[src/rtl/cfg_scan_pkg.sv]
// Shared types and constants for the configuration scan chain.
// No logic; no latency.
// No flow control.
package cfg_scan_pkg;

    typedef enum logic [1:0] {
        ST_IDLE  = 2'd0,
        ST_SHIFT = 2'd1,
        ST_CHECK = 2'd2,
        ST_PEND  = 2'd3
    } state_e;

    // x^8 + x^2 + x + 1, MSB-first, no reflection
    localparam logic [7:0] CRC8_POLY = 8'h07;

    function automatic int frame_len(input int chain_len, input int crc_w);
        return chain_len + crc_w;
    endfunction

endpackage

[src/rtl/cfg_scan_chain_crc.sv]
// Serial MSB-first CRC, one bit per enabled cycle; clr restarts from zero.
// Latency: residue valid the cycle after the last enabled bit.
// No backpressure: accepts a bit on every cycle en is high.
module crc_serial
    import cfg_scan_pkg::*;
#(
    parameter int                 CRC_W = 8,
    parameter logic [CRC_W-1:0]   POLY  = CRC_W'(CRC8_POLY)
) (
    input  logic             clk,
    input  logic             reset,
    input  logic             clr,
    input  logic             en,
    input  logic             data_bit,
    output logic [CRC_W-1:0] crc
);

    logic [CRC_W-1:0] base;
    logic [CRC_W-1:0] crc_nxt;
    logic             fb;

    // clr together with en folds the first bit into a fresh register
    always_comb begin
        base    = clr ? '0 : crc;
        fb      = base[CRC_W-1] ^ data_bit;
        crc_nxt = {base[CRC_W-2:0], 1'b0} ^ (fb ? POLY : '0);
    end

    always_ff @(posedge clk) begin
        if (reset) begin
            crc <= '0;
        end else if (en) begin
            crc <= crc_nxt;
        end else if (clr) begin
            crc <= '0;
        end
    end

endmodule

[src/rtl/cfg_scan_chain.sv]
// Shadow scan register with CRC/length check, committed into active cfg_q.
// Latency: cfg_q updates 2 cycles after scan_en fall when cfg_lock is low.
// Backpressure: cfg_lock holds a checked frame in PEND until released.
module cfg_scan_chain
    import cfg_scan_pkg::*;
#(
    parameter int CHAIN_LEN = 92,
    parameter int CRC_W     = 8
) (
    input  logic                 clk,
    input  logic                 reset,
    input  logic                 scan_en,
    input  logic                 scan_in,
    output logic                 scan_out,
    input  logic                 cfg_lock,
    output logic [CHAIN_LEN-1:0] cfg_q,
    output logic                 cfg_valid,
    output logic                 cfg_update,
    output logic                 cfg_err
);

    localparam int FRAME_LEN = frame_len(CHAIN_LEN, CRC_W);
    localparam int CNT_W     = $clog2(FRAME_LEN + 2);
    localparam logic [CNT_W-1:0] CNT_FULL = CNT_W'(FRAME_LEN);
    localparam logic [CNT_W-1:0] CNT_SAT  = CNT_W'(FRAME_LEN + 1);

    state_e               state_q;
    state_e               state_d;
    logic [FRAME_LEN-1:0] sr_q;
    logic [CNT_W-1:0]     cnt_q;
    logic [CRC_W-1:0]     crc;
    logic                 start;
    logic                 shift;
    logic                 commit;
    logic                 check_fail;

    crc_serial #(
        .CRC_W (CRC_W)
    ) u_crc (
        .clk      (clk),
        .reset    (reset),
        .clr      (start),
        .en       (shift),
        .data_bit (scan_in),
        .crc      (crc)
    );

    // A rise in PEND abandons the pending frame exactly like a rise in IDLE
    always_comb begin
        state_d    = state_q;
        start      = 1'b0;
        commit     = 1'b0;
        check_fail = 1'b0;
        case (state_q)
            ST_IDLE: begin
                if (scan_en) begin
                    start   = 1'b1;
                    state_d = ST_SHIFT;
                end
            end
            ST_SHIFT: begin
                if (!scan_en) state_d = ST_CHECK;
            end
            ST_CHECK: begin
                if (cnt_q == CNT_FULL && crc == '0) begin
                    state_d = ST_PEND;
                end else begin
                    check_fail = 1'b1;
                    state_d    = ST_IDLE;
                end
            end
            ST_PEND: begin
                if (scan_en) begin
                    start   = 1'b1;
                    state_d = ST_SHIFT;
                end else if (!cfg_lock) begin
                    commit  = 1'b1;
                    state_d = ST_IDLE;
                end
            end
            default: state_d = ST_IDLE;
        endcase
        shift = start | (state_q == ST_SHIFT && scan_en);
    end

    always_ff @(posedge clk) begin
        if (reset) begin
            state_q    <= ST_IDLE;
            sr_q       <= '0;
            cnt_q      <= '0;
            cfg_q      <= '0;
            cfg_valid  <= 1'b0;
            cfg_update <= 1'b0;
            cfg_err    <= 1'b0;
        end else begin
            state_q    <= state_d;
            cfg_update <= commit;
            if (shift) sr_q <= {sr_q[FRAME_LEN-2:0], scan_in};
            // saturating one past full so overlength never aliases a good length
            if (start) begin
                cnt_q <= CNT_W'(1);
            end else if (shift && cnt_q != CNT_SAT) begin
                cnt_q <= cnt_q + CNT_W'(1);
            end
            if (start) begin
                cfg_err <= 1'b0;
            end else if (check_fail) begin
                cfg_err <= 1'b1;
            end
            if (commit) begin
                cfg_q     <= sr_q[FRAME_LEN-1:CRC_W];
                cfg_valid <= 1'b1;
            end
        end
    end

    assign scan_out = sr_q[FRAME_LEN-1];

endmodule

[config.mk]
export PLATFORM = sky130hd
export DESIGN_NAME = cfg_scan_chain
export DESIGN_NICKNAME = d
export VERILOG_FILES = /design/src/rtl/cfg_scan_pkg.sv /design/src/rtl/cfg_scan_chain_crc.sv /design/src/rtl/cfg_scan_chain.sv
export SDC_FILE = /design/constraint.sdc
export NUM_CORES = 1
export LEC_CHECK = 0
export ABC_AREA = 0
export BUFFER_PORTS_ARGS = -buffer_cell sky130_fd_sc_hd__buf_2
export CORE_ASPECT_RATIO = 1.2
export CORE_MARGIN = 5
export CORE_UTILIZATION = 64
export CTS_BUF_LIST = sky130_fd_sc_hd__clkbuf_4 sky130_fd_sc_hd__clkbuf_8
export CTS_CLUSTER_DIAMETER = 50
export CTS_CLUSTER_SIZE = 14
export DETAILED_ROUTE_END_ITERATION = 12
export PLACE_DENSITY_LB_ADDON = 0.2
export SYNTH_ARGS = -nofsm -noshare
export SYNTH_HDL_FRONTEND = slang
export SYNTH_SLANG_ARGS = --single-unit
[constraint.sdc]
create_clock -name clk -period 3.8 [get_ports clk]
set_clock_uncertainty 0.05 [all_clocks]
set_input_delay 0.19 -clock clk [delete_from_list [all_inputs] [get_ports clk]]
set_output_delay 0.19 -clock clk [all_outputs]
set_load 0.05 [all_outputs]
==> impl_metrics.ini <==
[sta]
finalMaxSlewViolations = 0
max_freq_mhz = 401.3
maxSlewHeadroom = 0.2958
final_hold_viol_count = 0
worst_pin_slew_ns = 1.056
min_period_ns = 2.492
period_share = 0.6558
finalSetupViolations = 0
finalSetupTns_ns = 0
grt_setup_unrepaired = no
fin_ws_ns = 1.308
whs_ns = 0.04859

[clocking]
htree_levels = 1
clk-insertion-delay-late_ns = 0.50
cts_tree = yes
post_cts_buffers = 0
clockBufferDepth = 3
cts_resized = 0
cts_hold_buf = 1
cts-root-buf = clkbuf_8
cts.sink_count = 212
clkTransAtPathRegs_ns = 0.09
cts_buffers = 19

[pwr]
comb_power_share = 0.105
internal-power_mw = 2.829
pwr-share-clk = 0.307
switching_share = 0.2644
power_switching_mw = 1.017
ir_worst_vdd_mv = 0.3473
p_per_area_mw_per_mm2 = 456.5
power_mw = 3.846
seqPwrFrac = 0.588
p_leak_nw = 3.030

[routing]
dr.pass1.iters = 5
drc_errors = 0
post_drt_wl_per_cell_um = 12.58
finalWirelength_um = 14920
via_per_inst = 5.299
antenna_left = 0
drt_iter0_drc = 364
vias = 6285

[synth]
synth_cells = 964
synth.distinct_cells = 33
yosysSeqAreaShare = 0.5500
netlist_area_mm2 = 0.007716
synth_nets = 977
yosys_warnings = 0
ys_ff_latch = 212
synth.avg_cell_area_um2 = 8.004

[setup_path]
worst-setup-path-type = register to register
arrival_ns = 2.87
crit_required_ns = 4.17
crit_fanout = 49
critPathCaptureType = register
r2r_slack_ns = 1.31
startpoint_type = register

[placed_design]
dp_slack_ns = 1.338
place.gp.congestion = 0.8370
numPortBuffers = 100
place_area_mm2 = 0.008114
place_inst = 1162
hpwlAfterDp_um = 9133

[global_routing]
grt_pass1_vias = 5641
antenna_found_initial = 0
grt_max_degree = 108
grt_pass1_wl_um = 24850
gr-usage-all-layers = 0.2053
overflow = 0

[finish]
drive_gt1_frac = 0.1327
stdcell_area_mm2 = 0.008426
layoutNonFillerInstCount = 1186
multiInputGateArea_mm2 = 0.003067
fill_cells = 1010
n_antenna_cell = 0
final_nets = 1036
seq_area_mm2 = 0.004244
fin_util = 0.7053
area_delta_synth_final_pct = 9.194

[floorplanning]
start_util = 0.6459
pin_count = 101
die_w_um = 110.2
core_area_mm2 = 0.01195
rows = 44
die_area_mm2 = 0.01436
die_h_um = 130.3

[job]
drv_cap = 0

[status]
status = finished clean

[hold_path]
min_path_type = input pin to register
cells in the mapped netlist (all sizes together):
| library cell | instances | area share |
|---|---|---|
| buf | 40 | 0.037 |
| nor4b | 1 | 0.0011 |
| a31o | 1 | 0.0011 |
| ha | 8 | 0.013 |
| xnor2 | 9 | 0.010 |
| nand2 | 390 | 0.19 |
| a22oi | 5 | 0.0049 |
| nor2b | 2 | 0.0026 |
| dfxtp | 212 | 0.55 |
| nor2 | 21 | 0.010 |
| a211o | 1 | 0.0011 |
| a211oi | 4 | 0.0039 |
| nor3b | 1 | 0.0016 |
| clkbuf | 28 | 0.014 |
| inv | 12 | 0.0058 |
| nor4bb | 1 | 0.0013 |
| nand4 | 4 | 0.0032 |
| a21oi | 200 | 0.13 |
| o21a | 1 | 0.00097 |
| o22ai | 4 | 0.0032 |
| mux2i | 1 | 0.0013 |
| a311oi | 1 | 0.0011 |
| nor3 | 5 | 0.0032 |
| nand3 | 4 | 0.0026 |
| o21ai | 1 | 0.00065 |
| and4 | 2 | 0.0023 |
| nand2b | 3 | 0.0024 |
| and3 | 2 | 0.0016 |
per-layer routing:
layer  vias to the layer above  track usage  share of wire
li1                       3227            -              -
met1                      2910       0.2546           0.44
met2                       123       0.3668           0.49
met3                        25      0.03365          0.053
met4                         0      0.05797          0.019
met5                         -            0              0
power by group through the flow:
stage	combinational, mW	sequential [mW]	clock [mW]
2_1_floorplan	0.375	2.31	0
3_3_place_gp	0.406	2.31	0
3_5_place_dp	0.407	2.31	0
4_1_cts	0.409	2.26	1.22
5_1_grt	0.450	2.26	1.29
6_report	0.405	2.26	1.18
critical path, stage by stage, from the launching register on:
cell and delay (ns):
dfxtp_1 0.40, inv_1 0.11, ha_1 0.44, nor2b_4 0.28, nand2b_4 0.49, buf_4 0.38, nand2_1 0.10, a21oi_1 0.14
cell usage in the layout, fill, tap and decap left out, types with 2 or more instances in the layout:
master / count
dfxtp_1: 212
a21oi_1: 200
and4_1: 2
ha_1: 8
nand2_1: 390
buf_2: 99
nor2_1: 20
inv_1: 11
a211oi_1: 4
nand2b_1: 2
nor3_1: 5
buf_4: 4
nand3_1: 3
nand4_1: 4
clkbuf_8: 20
o22ai_1: 4
a22oi_1: 5
xnor2_1: 9
worst paths after layout:
kind / from / cells after the start / end
setup reg to reg: state_q[0] / 7 / sr_q[58]
hold / removal: scan_en / 3 / cnt_q[0]
setup / recovery: state_q[0] / 7 / sr_q[58]
hold reg to reg: sr_q[4] / 2 / sr_q[5]
flip-flops by register name, summed over array words and instances (netlist names):
signal / flops
sr_q: 100
cfg_q: 92
u_crc.crc: 8
cnt_q: 7
state_q: 2
cfg_err: 1
cfg_update: 1
cfg_valid: 1
cells by family after synthesis:
logic type	count (synthesis)	synth area share
xor gates and xnor gates	9	0.01022
adders and majority gates	8	0.01297
and+or+nand+nor	436	0.2220
DFF	212	0.5500
AOI/OAI and AO/OA	218	0.1467
muxes	1	0.001297
buffers and inverters	80	0.05675
layout make-up:
cell class,instances,share of cell area
flip-flops and latches,212,0.5037
multi-input cells,672,0.3640
repair buffers,106,0.06727
clock buffers,21,0.03356
well taps,161,0.02391
inverters,12,0.005346
clock inverters,2,0.002228
Note: power is estimated with default switching activity, not from simulation.
